$ cat src/rtl/jk_counter_pkg.sv
// Shared types and helpers for the JK-based counter: the {J,K} operation
// encoding and the minimal excitation for a single-bit transition.
package jk_counter_pkg;

  typedef enum logic [1:0] {
    HOLD = 2'b00,
    CLR  = 2'b01,
    SET  = 2'b10,
    TOG  = 2'b11
  } jk_op_t;

  // Smallest {J,K} that moves a cell from cur to nxt (don't-cares resolved to 0).
  function automatic jk_op_t jk_excite(input logic cur, input logic nxt);
    jk_op_t op;
    case ({cur, nxt})
      2'b01:   op = SET;
      2'b10:   op = CLR;
      default: op = HOLD;
    endcase
    return op;
  endfunction

endpackage

$ cat src/rtl/jk_cell_r.sv
// One JK storage bit, falling-edge clocked, asynchronously cleared by an
// active-low reset.
module jk_cell_r
  import jk_counter_pkg::*;
(
  input  logic clk,
  input  logic rst_n,
  input  logic j_i,
  input  logic k_i,
  output logic q_o
);

  logic q_q;

  always_ff @(negedge clk or negedge rst_n) begin
    if (!rst_n) begin
      q_q <= 1'b0;
    end else begin
      case (jk_op_t'({j_i, k_i}))
        HOLD: q_q <= q_q;
        CLR:  q_q <= 1'b0;
        SET:  q_q <= 1'b1;
        TOG:  q_q <= ~q_q;
      endcase
    end
  end

  assign q_o = q_q;

endmodule

$ cat src/rtl/jk_sync_counter.sv
// Modulo-MODULUS up/down counter: excitation logic driving WIDTH JK cells,
// plus terminal-count decode and a registered wrap pulse.
module jk_sync_counter
  import jk_counter_pkg::*;
#(
  parameter int WIDTH   = 4,
  parameter int MODULUS = 2 ** WIDTH
) (
  input  logic             CLK,
  input  logic             nRESET,
  input  logic             EN,
  input  logic             UP,
  input  logic             LOAD,
  input  logic [WIDTH-1:0] D,
  output logic [WIDTH-1:0] Q,
  output logic             TC,
  output logic             WRAP
);

  localparam logic [WIDTH-1:0] MAX_Q   = WIDTH'(MODULUS - 1);
  localparam logic [WIDTH:0]   MOD_EXT = (WIDTH + 1)'(MODULUS);

  logic [WIDTH-1:0] q_q;
  logic [WIDTH-1:0] j_d;
  logic [WIDTH-1:0] k_d;
  logic [WIDTH-1:0] dc;
  logic [WIDTH-1:0] low_ones;
  logic [WIDTH-1:0] low_zeros;
  logic [WIDTH-1:0] wrap_val;
  logic             at_max;
  logic             at_zero;
  logic             wrap_up;
  logic             wrap_dn;
  logic             wrap_d;
  logic             wrap_q;

  // Out-of-range load values saturate so Q never leaves 0..MODULUS-1.
  assign dc       = ({1'b0, D} >= MOD_EXT) ? MAX_Q : D;
  assign at_max   = (q_q == MAX_Q);
  assign at_zero  = (q_q == '0);
  assign wrap_up  = EN & UP & at_max;
  assign wrap_dn  = EN & ~UP & at_zero;
  assign wrap_val = UP ? '0 : MAX_Q;

  // Ripple-free toggle conditions: bit i toggles when all lower bits are 1 (up) or 0 (down).
  generate
    for (genvar gi = 0; gi < WIDTH; gi++) begin : g_low
      if (gi == 0) begin : g_lsb
        assign low_ones[gi]  = 1'b1;
        assign low_zeros[gi] = 1'b1;
      end else begin : g_upper
        assign low_ones[gi]  = &q_q[gi-1:0];
        assign low_zeros[gi] = ~|q_q[gi-1:0];
      end
    end
  endgenerate

  always_comb begin
    j_d = '0;
    k_d = '0;
    for (int i = 0; i < WIDTH; i++) begin
      if (LOAD) begin
        j_d[i] = dc[i];
        k_d[i] = ~dc[i];
      end else if (EN) begin
        if (wrap_up || wrap_dn) begin
          j_d[i] = wrap_val[i];
          k_d[i] = ~wrap_val[i];
        end else if (UP) begin
          j_d[i] = low_ones[i];
          k_d[i] = low_ones[i];
        end else begin
          j_d[i] = low_zeros[i];
          k_d[i] = low_zeros[i];
        end
      end
    end
  end

  generate
    for (genvar gi = 0; gi < WIDTH; gi++) begin : g_cell
      jk_cell_r u_cell (
        .clk   (CLK),
        .rst_n (nRESET),
        .j_i   (j_d[gi]),
        .k_i   (k_d[gi]),
        .q_o   (q_q[gi])
      );
    end
  endgenerate

  // A load on the same edge suppresses the wrap pulse.
  assign wrap_d = ~LOAD & (wrap_up | wrap_dn);

  always_ff @(negedge CLK or negedge nRESET) begin
    if (!nRESET) begin
      wrap_q <= 1'b0;
    end else begin
      wrap_q <= wrap_d;
    end
  end

  assign Q    = q_q;
  assign TC   = EN & (UP ? at_max : at_zero);
  assign WRAP = wrap_q;

endmodule

$ cat config.mk
export PLATFORM = sky130hd
export DESIGN_NAME = jk_sync_counter
export DESIGN_NICKNAME = d
export VERILOG_FILES = /design/src/rtl/jk_counter_pkg.sv /design/src/rtl/jk_cell_r.sv /design/src/rtl/jk_sync_counter.sv
export SDC_FILE = /design/constraint.sdc
export NUM_CORES = 1
export LEC_CHECK = 0
export CORE_AREA = 2 2 39 41
export DETAILED_ROUTE_END_ITERATION = 6
export DIE_AREA = 0 0 41 43
export SLEW_MARGIN = 5
export SYNTH_ARGS = -nofsm -noshare
export SYNTH_HDL_FRONTEND = slang
export SYNTH_SLANG_ARGS = --single-unit
export TNS_END_PERCENT = 50
$ cat constraint.sdc
create_clock -name CLK -period 3.4 [get_ports CLK]
set_input_delay 0.34 -clock CLK [delete_from_list [all_inputs] [get_ports CLK]]
set_output_delay 0.34 -clock CLK [all_outputs]
set_load 0.03 [all_outputs]
# Word-level counts from Yosys, hierarchy flattened
# Index checks and enable logic that the tools add are counted.
[totals]
output_inout_bits = 6
reg_bits = 5
input_bits = 9
wordCells = 85
[classes]
bitwise_logic = 21
n_reduce_logical = 13
n_mux = 33
eq_ne = 13
[op_table]
columns = ["operator", "count"]
rows = [
  ["1-bit 2-to-1 mux", 28],
  ["2-bit == test (second input constant)", 8],
  ["1-bit inverter", 14],
  ["1-bit one-hot mux with 3 select lines", 4],
  ["2-bit by 1-bit == test with 1-bit output (second input constant)", 4],
  ["2-bit logical NOT", 4],
  ["1-bit AND", 6],
  ["4-bit == test (second input constant)", 1],
  ["4-bit logical NOT", 1],
  ["4-bit 2-to-1 mux", 1],
  ["1-bit logical NOT", 3],
  ["3-bit AND reduction", 1],
  ["3-bit OR reduction", 1],
  ["2-bit AND reduction", 1],
  ["2-bit OR reduction", 1],
  ["1-bit logical OR", 1],
  ["1-bit bitwise OR", 1],
]

# Longest topological paths before layout
# Gate-level depths: netlist of run 1.
[depth]
depth_word = 9
mapped_depth = 4
mapped_depth_nobuf = 3

# Modules after synthesis
# From an unflattened synthesis of run 1, not the netlist that was laid out.
[unflattened]
cells_unflattened = 47
hier_area_um2 = 377.9
[modules_own_cells]
columns = ["mod", "cells_each", "instances", "area_per_inst_um2", "seq_area_each_um2"]
rows = [
  ["jk_sync_counter", 35, 1, 242.7, 25.0],
  ["jk_cell_r", 3, 4, 33.8, 25.0],
]

==> run_results.csv, run 1 <==
group,metric,value,unit
outcome,outcome,"finished with violations",
outcome,violations,"negative setup slack",
floorplan,die-area,1760,um2
clocking,path_clk_slew,0.04,ns
setup_path,startpoint,"g_cell[2].u_cell.q_o$_DFFE_NN0P_",
power_and_ir_drop,total_power,0.236,mW
cells_and_area,antenna_cells,0,
setup_path,crit-reg2reg-capture,"g_cell[3].u_cell.q_o$_DFFE_NN0P_",
global_routing,antenna_found_initial,0,
yosys,yosys_warnings,0,
yosys,seq_area_frac_synth,0.358,
route,antenna_left,0,
setup_path,arrival,3.12,ns
placed_design,dp.cells,70,
yosys,syn-instance-count,39,
global_routing,grt_pass1_vias,343,
route,first_pass_iters,4,
clocking,cts_tree,"yes",
cells_and_area,final_cell_mix,"buf_4 (10), clkdlybuf4s50_1 (9), dfrtn_1 (5), nand3_1 (4)",
setup_path,cpMaxStageDelayCell,"dfrtn_1",
setup_path,crit_chain,"nor4_2 > buf_4 > mux2i_2 > nor2_1 > buf_4",
yosys,synth_area,349,um2
power_and_ir_drop,ir_drop,0.000143,V
timing,rsz0062_at_grt,"true",
setup_path,cpPeakStageDelay,0.38,ns
clocking,htree_levels,1,
route,first_iter_violations,4,
global_routing,grt-ovfl-total,0,
yosys,synth_seq_cells,5,
global_routing,track_usage,0.130,
placed_design,place_hpwl,660,um
setup_path,r2r_cells,5,
cells_and_area,fin_cells,77,
route,wire_per_inst,11.7,um
floorplan,pin_count,15,
route,routed_wl,904,um
hold_path,hold_path_end,"g_cell[1].u_cell.q_o$_DFFE_NN0P_",
clocking,worstSkewPairLatency,0.26,ns
hold_path,hp-class,"reg2reg",
placed_design,place_ws,0.0310,ns
timing,setup_viol,1,
cells_and_area,areaGrowthSynthToFinish,64.9,%
yosys,ys_types,21,
setup_path,r2r_start,"g_cell[1].u_cell.q_o$_DFFE_NN0P_",
clocking,cts_root_buf,"clkbuf_4",
cells_and_area,drive_above_1_share,0.279,
cells_and_area,final_nets,71,
setup_path,crit_type,"reg2out",
clocking,hold_buffers,0,
placed_design,gp_congestion,0.693,
floorplan,die_x,41,um
setup_path,critPathBufInv,2,
floorplan,dieHeight,43,um
cells_and_area,final_common_cell,"buf_4",
floorplan,rows,14,
clocking,cts_buffers,3,
timing,whs,0.607,ns
global_routing,grt_pass1_wl,1.47,mm
route,vias,382,
hold_path,worstHoldPathCells,3,
timing,slew_headroom,0.790,
cells_and_area,utilization,0.416,
route,drc,0,
setup_path,cp-start-kind,"register",
setup_path,cp_common_cell,"buf_4",
timing,fin_ws,-0.0577,ns
setup_path,cp_max_fo,5,
power_and_ir_drop,p_leak,0.253,nW
setup_path,crit_family,"flip-flops",
setup_path,r2r_slack,2.02,ns
floorplan,start_util,0.252,
floorplan,fp.coreArea,1380,um2
timing,max_slew.worst_pin.slew,0.314,ns
timing,drv_slew,0,
clocking,clock-sinks,5,
clocking,clk_path_buf_depth,2,
yosys,syn_nets,48,
cells_and_area,fillCellCount,150,
timing,hold_viol,0,
route,via_per_inst,4.96,
global_routing,grt_max_degree,8,
placed_design,port-buffer-count,14,
hold_path,min_from,"g_cell[1].u_cell.q_o$_DFFE_NN0P_",
flow_run,maxCapViolCount,0,
timing,finClkSkew,0.00499,ns
setup_path,crit_path_end_kind,"primary output",
setup_path,required,3.06,ns
power_and_ir_drop,p_per_area,410,nW/um2
yosys,syn_avg_cell_area,8.95,um2
## layer usage
layer | wire [um] | track usage | up-vias
li1 | - | - | 184
met1 | 381 | 0.138 | 182
met2 | 446 | 0.203 | 12
met3 | 53 | 0.0471 | 4
met4 | 22 | 0.0800 | 0
met5 | 0 | 0 | -
## sequential cells by signal, summed over array words and instances (netlist names)
signal             cells
g_cell.u_cell.q_o      4
WRAP                   1
## timing repair
item,CTS,global route
buffers inserted,2,1
gates resized for setup,4,2
pin swaps,1,1
endpoints found under the setup margin,4,2
endpoints found under the hold margin,0,0
## power breakdown
group	switching, mW	total, mW	internal [mW]	leakage, nW
Clock	0.0287	0.0733	0.0446	0.0150
Combinational	0.0423	0.0863	0.0440	0.176
Sequential	0.00863	0.0763	0.0677	0.0615
## worst max-delay path by stage
| stage | cells past startpoint | end | slack [ns] |
|---|---|---|---|
| 2_1_floorplan | 3 | TC | 0.07 |
| 3_3_place_gp | 4 | g_cell[2].u_cell.q_o$_DFFE_NN0P_ | 0.04 |
| 3_5_place_dp | 4 | g_cell[2].u_cell.q_o$_DFFE_NN0P_ | 0.03 |
| 4_1_cts | 5 | TC | -0.09 |
| 5_1_grt | 5 | TC | -0.14 |
| 6_report | 5 | TC | -0.06 |
## cell families after synthesis
logic type | Yosys count | share of synthesized area
flip-flops | 5 | 0.358
AO/OA/AOI/OAI | 6 | 0.125
multiplexers | 1 | 0.0287
buffers and inverters | 7 | 0.118
AND/OR/NAND/NOR | 18 | 0.319
XOR/XNOR | 2 | 0.0502
## through the flow
| stage | setup TNS (ns) | instance area (um2) |
|---|---|---|
| 2_1_floorplan | 0 | 349 |
| 3_3_place_gp | 0 | 518 |
| 3_5_place_dp | 0 | 518 |
| 4_1_cts | -0.0856 | 562 |
| 5_1_grt | -0.143 | 576 |
| 6_report | -0.0577 | 576 |
## synthesized netlist by cell type
library cell	instances	area (um2)
dfrtn_1	5	125
buf_4	4	30.0
nand3_1	4	20.0
nor3b_1	3	22.5
a21oi_1	2	10.0
inv_1	2	7.51
nand2_1	2	7.51
nor2_1	2	7.51
o21ai_0	2	10.0
xnor2_1	2	17.5
a2111oi_2	1	15.0
a211o_1	1	8.76
and4_2	1	10.0
clkbuf_1	1	3.75
mux2i_1	1	10.0
nand3b_1	1	7.51
nand4b_1	1	8.76
nor3_1	1	5.00
nor4_1	1	6.26
or3_1	1	6.26
or4b_1	1	10.0
## layout make-up
type | count | area [um2] | share of cell area
Timing Repair Buffer | 23 | 204 | 0.354
Multi-Input combinational cell | 27 | 193 | 0.335
Sequential cell | 5 | 125 | 0.217
Clock buffer | 4 | 26.3 | 0.0457
Tap cell | 16 | 20.0 | 0.0348
Inverter | 2 | 7.51 | 0.0130
## worst register-to-register path, stage by stage (launching register included)
cell and delay (ns):
dfrtn_1 0.50, nor4_2 0.07, buf_4 0.14, buf_4 0.13, or4b_1 0.47, nand3_1 0.09
Power figures use the tool's default switching activity.
==> run 2: changes to the inputs <==
Settings changed: CTS_BUF_LIST set to sky130_fd_sc_hd__clkbuf_8, SYNTH_HIERARCHICAL set to 1.
==> run 2 against run 1 <==
Effect of this change: the flow still finishes with violations (negative setup slack); clock power grew 43%; global-route usage is 1.2 points higher; first-iteration DRC count grew to 3.5 times the previous value; sequential power increased by 29%; combinational power rose by 140%; hold slack worse by 0.15 ns; cell area up 12%; via count rose by 15%; largest power group unchanged; highest routed layer unchanged.
==> run_results.csv, run 2 <==
group,metric,value,unit
yosys,synthFlopType,"dfrtn_1",
floorplan,die_x,41,um
setup_path,crit_path_end_kind,"primary output",
yosys,syn-instance-count,47,
setup_path,cp-start-kind,"register",
yosys,synth.top_cell.area_share,0.331,
cells_and_area,areaGrowthSynthToFinish,70.9,%
hold_path,hp-class,"reg2reg",
cells_and_area,fillCellCount,153,
global_routing,grt_pass1_wl,1.70,mm
yosys,ys_top_cells_by_area,"dfrtn_1 (33%), a21oi_1 (9.3%), o21ai_0 (6.6%), nand2_1 (6.0%), o31ai_4 (5.6%)",
yosys,seq_area_frac_synth,0.331,
power_and_ir_drop,p_per_area,632,nW/um2
cells_and_area,final_cell_mix,"buf_4 (9), clkdlybuf4s50_1 (8), a21oi_1 (7), nand2_1 (6)",
timing,finClkSkew,0.00111,ns
timing,tns,-0.0885,ns
yosys,synth-async-reset-ratio,1.00,
yosys,syn_nets,56,
timing,slew_headroom,0.783,
setup_path,arrival,3.15,ns
global_routing,grt_max_degree,9,
global_routing,grt-ovfl-total,0,
floorplan,pin_count,15,
global_routing,track_usage,0.141,
clocking,path_clk_slew,0.03,ns
setup_path,cp_max_fo,3,
outcome,violations,"negative setup slack",
global_routing,antenna_found_initial,0,
route,first_iter_violations,14,
cells_and_area,utilization,0.467,
route,vias,439,
floorplan,start_util,0.273,
yosys,synth_seq_cells,5,
route,drc,0,
placed_design,gp_congestion,0.777,
cells_and_area,final_nets,83,
clocking,clock-sinks,5,
yosys,synth_top_cell_by_area,"dfrtn_1",
timing,max_slew.worst_pin.slew,0.325,ns
timing,rsz0062_at_grt,"true",
outcome,outcome,"finished with violations",
placed_design,port-buffer-count,14,
cells_and_area,fin_cells,89,
global_routing,grt_pass1_vias,413,
timing,fin_ws,-0.0885,ns
clocking,worstSkewPairLatency,0.24,ns
clocking,clk_path_buf_depth,2,
clocking,cts_tree,"yes",
floorplan,fp.coreArea,1380,um2
yosys,synth_area,378,um2
yosys,yosys_warnings,6,
cells_and_area,antenna_cells,0,
cells_and_area,largest_reg_flops,4,
cells_and_area,final_common_cell,"buf_4",
timing,hold_viol,0,
clocking,htree_levels,1,
placed_design,place_hpwl,800,um
flow_run,maxCapViolCount,0,
setup_path,r2r_cells,7,
setup_path,required,3.06,ns
placed_design,dp.cells,83,
placed_design,place_ws,-0.0183,ns
route,via_per_inst,4.93,
clocking,cts_root_buf,"clkbuf_8",
floorplan,rows,14,
yosys,synth_edf_count,0,
route,routed_wl,1.02,mm
cells_and_area,drive_above_1_share,0.274,
clocking,cts_buffers,3,
yosys,ys_types,21,
route,first_pass_iters,4,
yosys,synth_most_common_cell,"a21oi_1",
floorplan,die-area,1760,um2
clocking,hold_buffers,0,
floorplan,dieHeight,43,um
yosys,ys_top_cells_by_count,"a21oi_1 (7), nand2_1 (6), dfrtn_1 (5), nor2_1 (5), o21ai_0 (5)",
route,wire_per_inst,11.4,um
power_and_ir_drop,p_leak,0.296,nW
setup_path,crit_type,"reg2out",
yosys,syn_avg_cell_area,8.04,um2
hold_path,worstHoldPathCells,1,
power_and_ir_drop,ir_drop,0.000153,V
timing,setup_viol,1,
route,antenna_left,0,
timing,drv_slew,0,
[run 2: cell types whose count changed in the layout (fill, tap and decap cells not counted), moves of 3 or more]
cell	previous run	this run
nor3b_1	3	0
nor2_1	2	5
o21ai_0	2	5
a21oi_1	2	7
nand2_1	2	6
clkbuf_4	3	0
nand3_1	4	1
clkbuf_8	0	3
[run 2: per-stage QoR]
step	hold WS (ns)	power, mW	instance area, um2
2_1_floorplan	0.576	0.208	378
3_3_place_gp	0.450	0.304	583
3_5_place_dp	0.464	0.305	583
4_1_cts	0.463	0.404	636
5_1_grt	0.480	0.435	646
6_report	0.458	0.408	646
[run 2: final cells by class]
class | count | area (um2) | area share
Multi-Input combinational cell | 40 | 245 | 0.380
Timing Repair Buffer | 23 | 206 | 0.320
Sequential cell | 5 | 125 | 0.194
Clock buffer | 3 | 41.3 | 0.0640
Tap cell | 16 | 20.0 | 0.0310
Clock inverter | 1 | 3.75 | 0.00581
Inverter | 1 | 3.75 | 0.00581
[run 2: path summary, 6_finish.rpt]
check                                                 start                                to  slack (ns)
setup / recovery           g_cell[1].u_cell/q_o$_DFFE_NN0P_                                TC       -0.09
hold / removal             g_cell[3].u_cell/q_o$_DFFE_NN0P_  g_cell[3].u_cell/q_o$_DFFE_NN0P_        0.46
setup reg to reg           g_cell[1].u_cell/q_o$_DFFE_NN0P_  g_cell[3].u_cell/q_o$_DFFE_NN0P_        1.95
hold reg to reg            g_cell[3].u_cell/q_o$_DFFE_NN0P_  g_cell[3].u_cell/q_o$_DFFE_NN0P_        0.46
max in group asynchronous                            nRESET  g_cell[0].u_cell/q_o$_DFFE_NN0P_        1.27
min in group asynchronous                            nRESET  g_cell[3].u_cell/q_o$_DFFE_NN0P_        1.91
[run 2: critical path: stages, from the launching register on]
cell	delay, ns
dfrtn_1	0.36
or3_4	0.40
o22ai_2	0.16
and2_4	0.16
buf_6	0.12
[run 2: cell families after synthesis]
logic type	after synthesis	synth area share
flip-flops	5	0.331
AND/OR/NAND/NOR	21	0.298
multiplexers	1	0.0265
buffers and inverters	2	0.0232
AO/OA/AOI/OAI	18	0.321
[run 2: repair_timing]
action,CTS,global route
setup buffers,1,1
resized for setup,6,1
endpoints found under the setup margin,5,2
pin swaps,1,0
[run 2: report_power, final]
group	internal, mW	leakage (nW)	total, mW	switching, mW
clock network	0.0773	0.0269	0.105	0.0282
logic	0.0902	0.210	0.204	0.114
registers	0.0799	0.0590	0.0982	0.0183
total	0.247	0.296	0.408	0.161
[run 2: metal layers]
layer / vias to the layer above / wire length [um] / track usage
met2: 15 / 496 / 0.209
li1: 224 / - / -
met3: 2 / 52 / 0.0314
met4: 0 / 16 / 0.0800
met5: - / 0 / 0
met1: 198 / 453 / 0.179
==> run 3: changes to the inputs <==
Clock period 3.4 ns to 4.19 ns, I/O delays scaled along.
==> run 3 against run 2 <==
Effect of this change: total power is 24% lower; clock power is 20% lower; die area stayed put; sequential power is 3.1% lower; the flow now finishes without violations; clock skew is 0.00071 ns lower; via count is 9.8% lower; routed wire length is 12% lower; first-iteration DRC count is 64% lower; hold slack worse by 0.0066 ns; core utilization is 4.5 points lower; critical endpoint is now Q[0]; largest power group unchanged; clock-buffer cell count stayed put; flip-flop and latch count stayed put.
==> run_results.csv, run 3 (same netlist as run 2, synthesis figures left out) <==
group,metric,value,unit
outcome,outcome,"finished, final reports clean",
clocking,clock-sinks,5,
timing,hold_viol,0,
setup_path,crit-reg2reg-capture,"g_cell[0].u_cell/q_o$_DFFE_NN0P_",
route,antenna_left,0,
floorplan,die-area,1760,um2
cells_and_area,drive_above_1_share,0.185,
cells_and_area,regArea,125,um2
timing,slew_headroom,0.742,
power_and_ir_drop,pwr-share-clk,0.271,
clocking,cts_root_buf,"clkbuf_8",
clocking,cts_setup_buffers,0,
setup_path,crit_family,"buffers and inverters",
floorplan,pin_count,15,
timing,max_slew.worst_pin.slew,0.383,ns
timing,drv_slew,0,
timing,setup_viol,0,
setup_path,cp-start-kind,"register",
timing,tns,0,ns
hold_path,min_from,"g_cell[3].u_cell/q_o$_DFFE_NN0P_",
power_and_ir_drop,power_frac_seq,0.309,
timing,rsz0062_at_grt,"false",
clocking,clk_path_buf_depth,2,
timing,finClkSkew,0.000405,ns
setup_path,crit_type,"reg2out",
cells_and_area,antenna_cells,0,
clocking,cts_buffers,3,
global_routing,grt-ovfl-total,0,
cells_and_area,fin_cells,81,
floorplan,fp.coreArea,1380,um2
cells_and_area,final_common_cell,"clkdlybuf4s50_1",
floorplan,dieHeight,43,um
route,routed_wl,900,um
power_and_ir_drop,intPower,0.186,mW
setup_path,r2r_cells,5,
cells_and_area,multi_input_area,244,um2
setup_path,arrival,3.69,ns
clocking,cts_resized,0,
placed_design,dp.cells,77,
floorplan,start_util,0.273,
setup_path,r2r_slack,2.62,ns
global_routing,grt_pass1_wl,1.48,mm
global_routing,grt_pass1_vias,363,
cells_and_area,final_cell_mix,"clkdlybuf4s50_1 (13), a21oi_1 (7), nand2_1 (6)",
global_routing,antenna_found_initial,0,
setup_path,cpMaxStageDelayCell,"clkdlybuf4s50_1",
clocking,cts_tree,"yes",
route,drc,0,
setup_path,crit_chain,"clkdlybuf4s50_1",
cells_and_area,fillCellCount,157,
power_and_ir_drop,swShare,0.398,
flow_run,maxCapViolCount,0,
route,wire_per_inst,11.1,um
clocking,path_clk_slew,0.03,ns
hold_path,hold_path_end,"g_cell[3].u_cell/q_o$_DFFE_NN0P_",
power_and_ir_drop,p_leak,0.236,nW
route,via_per_inst,4.89,
power_and_ir_drop,pwr-share-comb,0.420,
clocking,hold_buffers,0,
placed_design,gp_congestion,0.809,
placed_design,port-buffer-count,14,
power_and_ir_drop,p_per_area,528,nW/um2
setup_path,required,3.77,ns
cells_and_area,areaGrowthSynthToFinish,54.3,%
setup_path,r2r_start,"g_cell[0].u_cell/q_o$_DFFE_NN0P_",
global_routing,track_usage,0.129,
clocking,worstSkewPairLatency,0.24,ns
global_routing,grt_max_degree,12,
clocking,htree_levels,1,
setup_path,crit_path_end_kind,"primary output",
floorplan,die_x,41,um
setup_path,cp_max_fo,11,
setup_path,critPathBufInv,1,
power_and_ir_drop,switching_power,0.123,mW
floorplan,rows,14,
cells_and_area,largest_reg_flops,4,
route,first_iter_violations,5,
hold_path,worstHoldPathCells,1,
power_and_ir_drop,total_power,0.308,mW
power_and_ir_drop,ir_drop,0.000121,V
setup_path,cpPeakStageDelay,0.74,ns
setup_path,startpoint,"g_cell[0].u_cell/q_o$_DFFE_NN0P_",
route,vias,396,
cells_and_area,final_nets,75,
hold_path,hp-class,"reg2reg",
route,first_pass_iters,4,
==> run 3: cell types whose count changed in the layout (fill, tap and decap cells not counted) <==
cell	previous run	this run
dlymetal6s2s_1	1	0
and2_2	1	2
clkdlybuf4s50_1	8	13
buf_4	9	2
buf_6	1	0
and2_4	1	0
dlygate4sd2_1	4	0
==> run 3: routing by layer <==
layer | global-route usage | up-vias | wire, um | part of all wire
met5 | 0 | - | 0 | 0
met4 | 0.120 | 0 | 19 | 0.021
met3 | 0.0314 | 2 | 40 | 0.044
met2 | 0.191 | 13 | 419 | 0.47
met1 | 0.140 | 173 | 421 | 0.47
li1 | - | 208 | - | -
==> run 3: worst max path at each step <==
stage,cells past startpoint,endpoint
after floorplan,3,TC
after global placement,6,g_cell[0].u_cell/q_o$_DFFE_NN0P_
after detailed placement,6,g_cell[0].u_cell/q_o$_DFFE_NN0P_
after CTS,1,Q[0]
after global routing,1,Q[0]
final,1,Q[0]
==> run 3: layout make-up <==
type | count | area share
sequential | 5 | 0.215
inverter | 1 | 0.00644
clock buffer | 3 | 0.0708
timing repair buffer | 15 | 0.249
clock inverter | 1 | 0.00644
tap | 16 | 0.0343
multi-input combinational | 40 | 0.418
==> run 3: per-stage QoR <==
stage | utilization | worst slack (ns) | hold slack, ns | area, um2
after global routing | 0.421 | 0.0280 | 0.502 | 583
after CTS | 0.421 | 0.0809 | 0.459 | 583
after floorplan | - | 0.362 | 0.576 | 378
after detailed placement | 0.389 | 0.114 | 0.459 | 538
final | 0.421 | 0.0790 | 0.451 | 583
after global placement | 0.389 | 0.137 | 0.456 | 538
==> run 3: power groups by stage <==
stage / clock, mW / sequential [mW] / combinational, mW
3_3_place_gp: 0 / 0.0956 / 0.129
3_5_place_dp: 0 / 0.0958 / 0.129
6_report: 0.0836 / 0.0952 / 0.129
2_1_floorplan: 0 / 0.119 / 0.0503
4_1_cts: 0.0867 / 0.0952 / 0.130
5_1_grt: 0.0917 / 0.0990 / 0.140
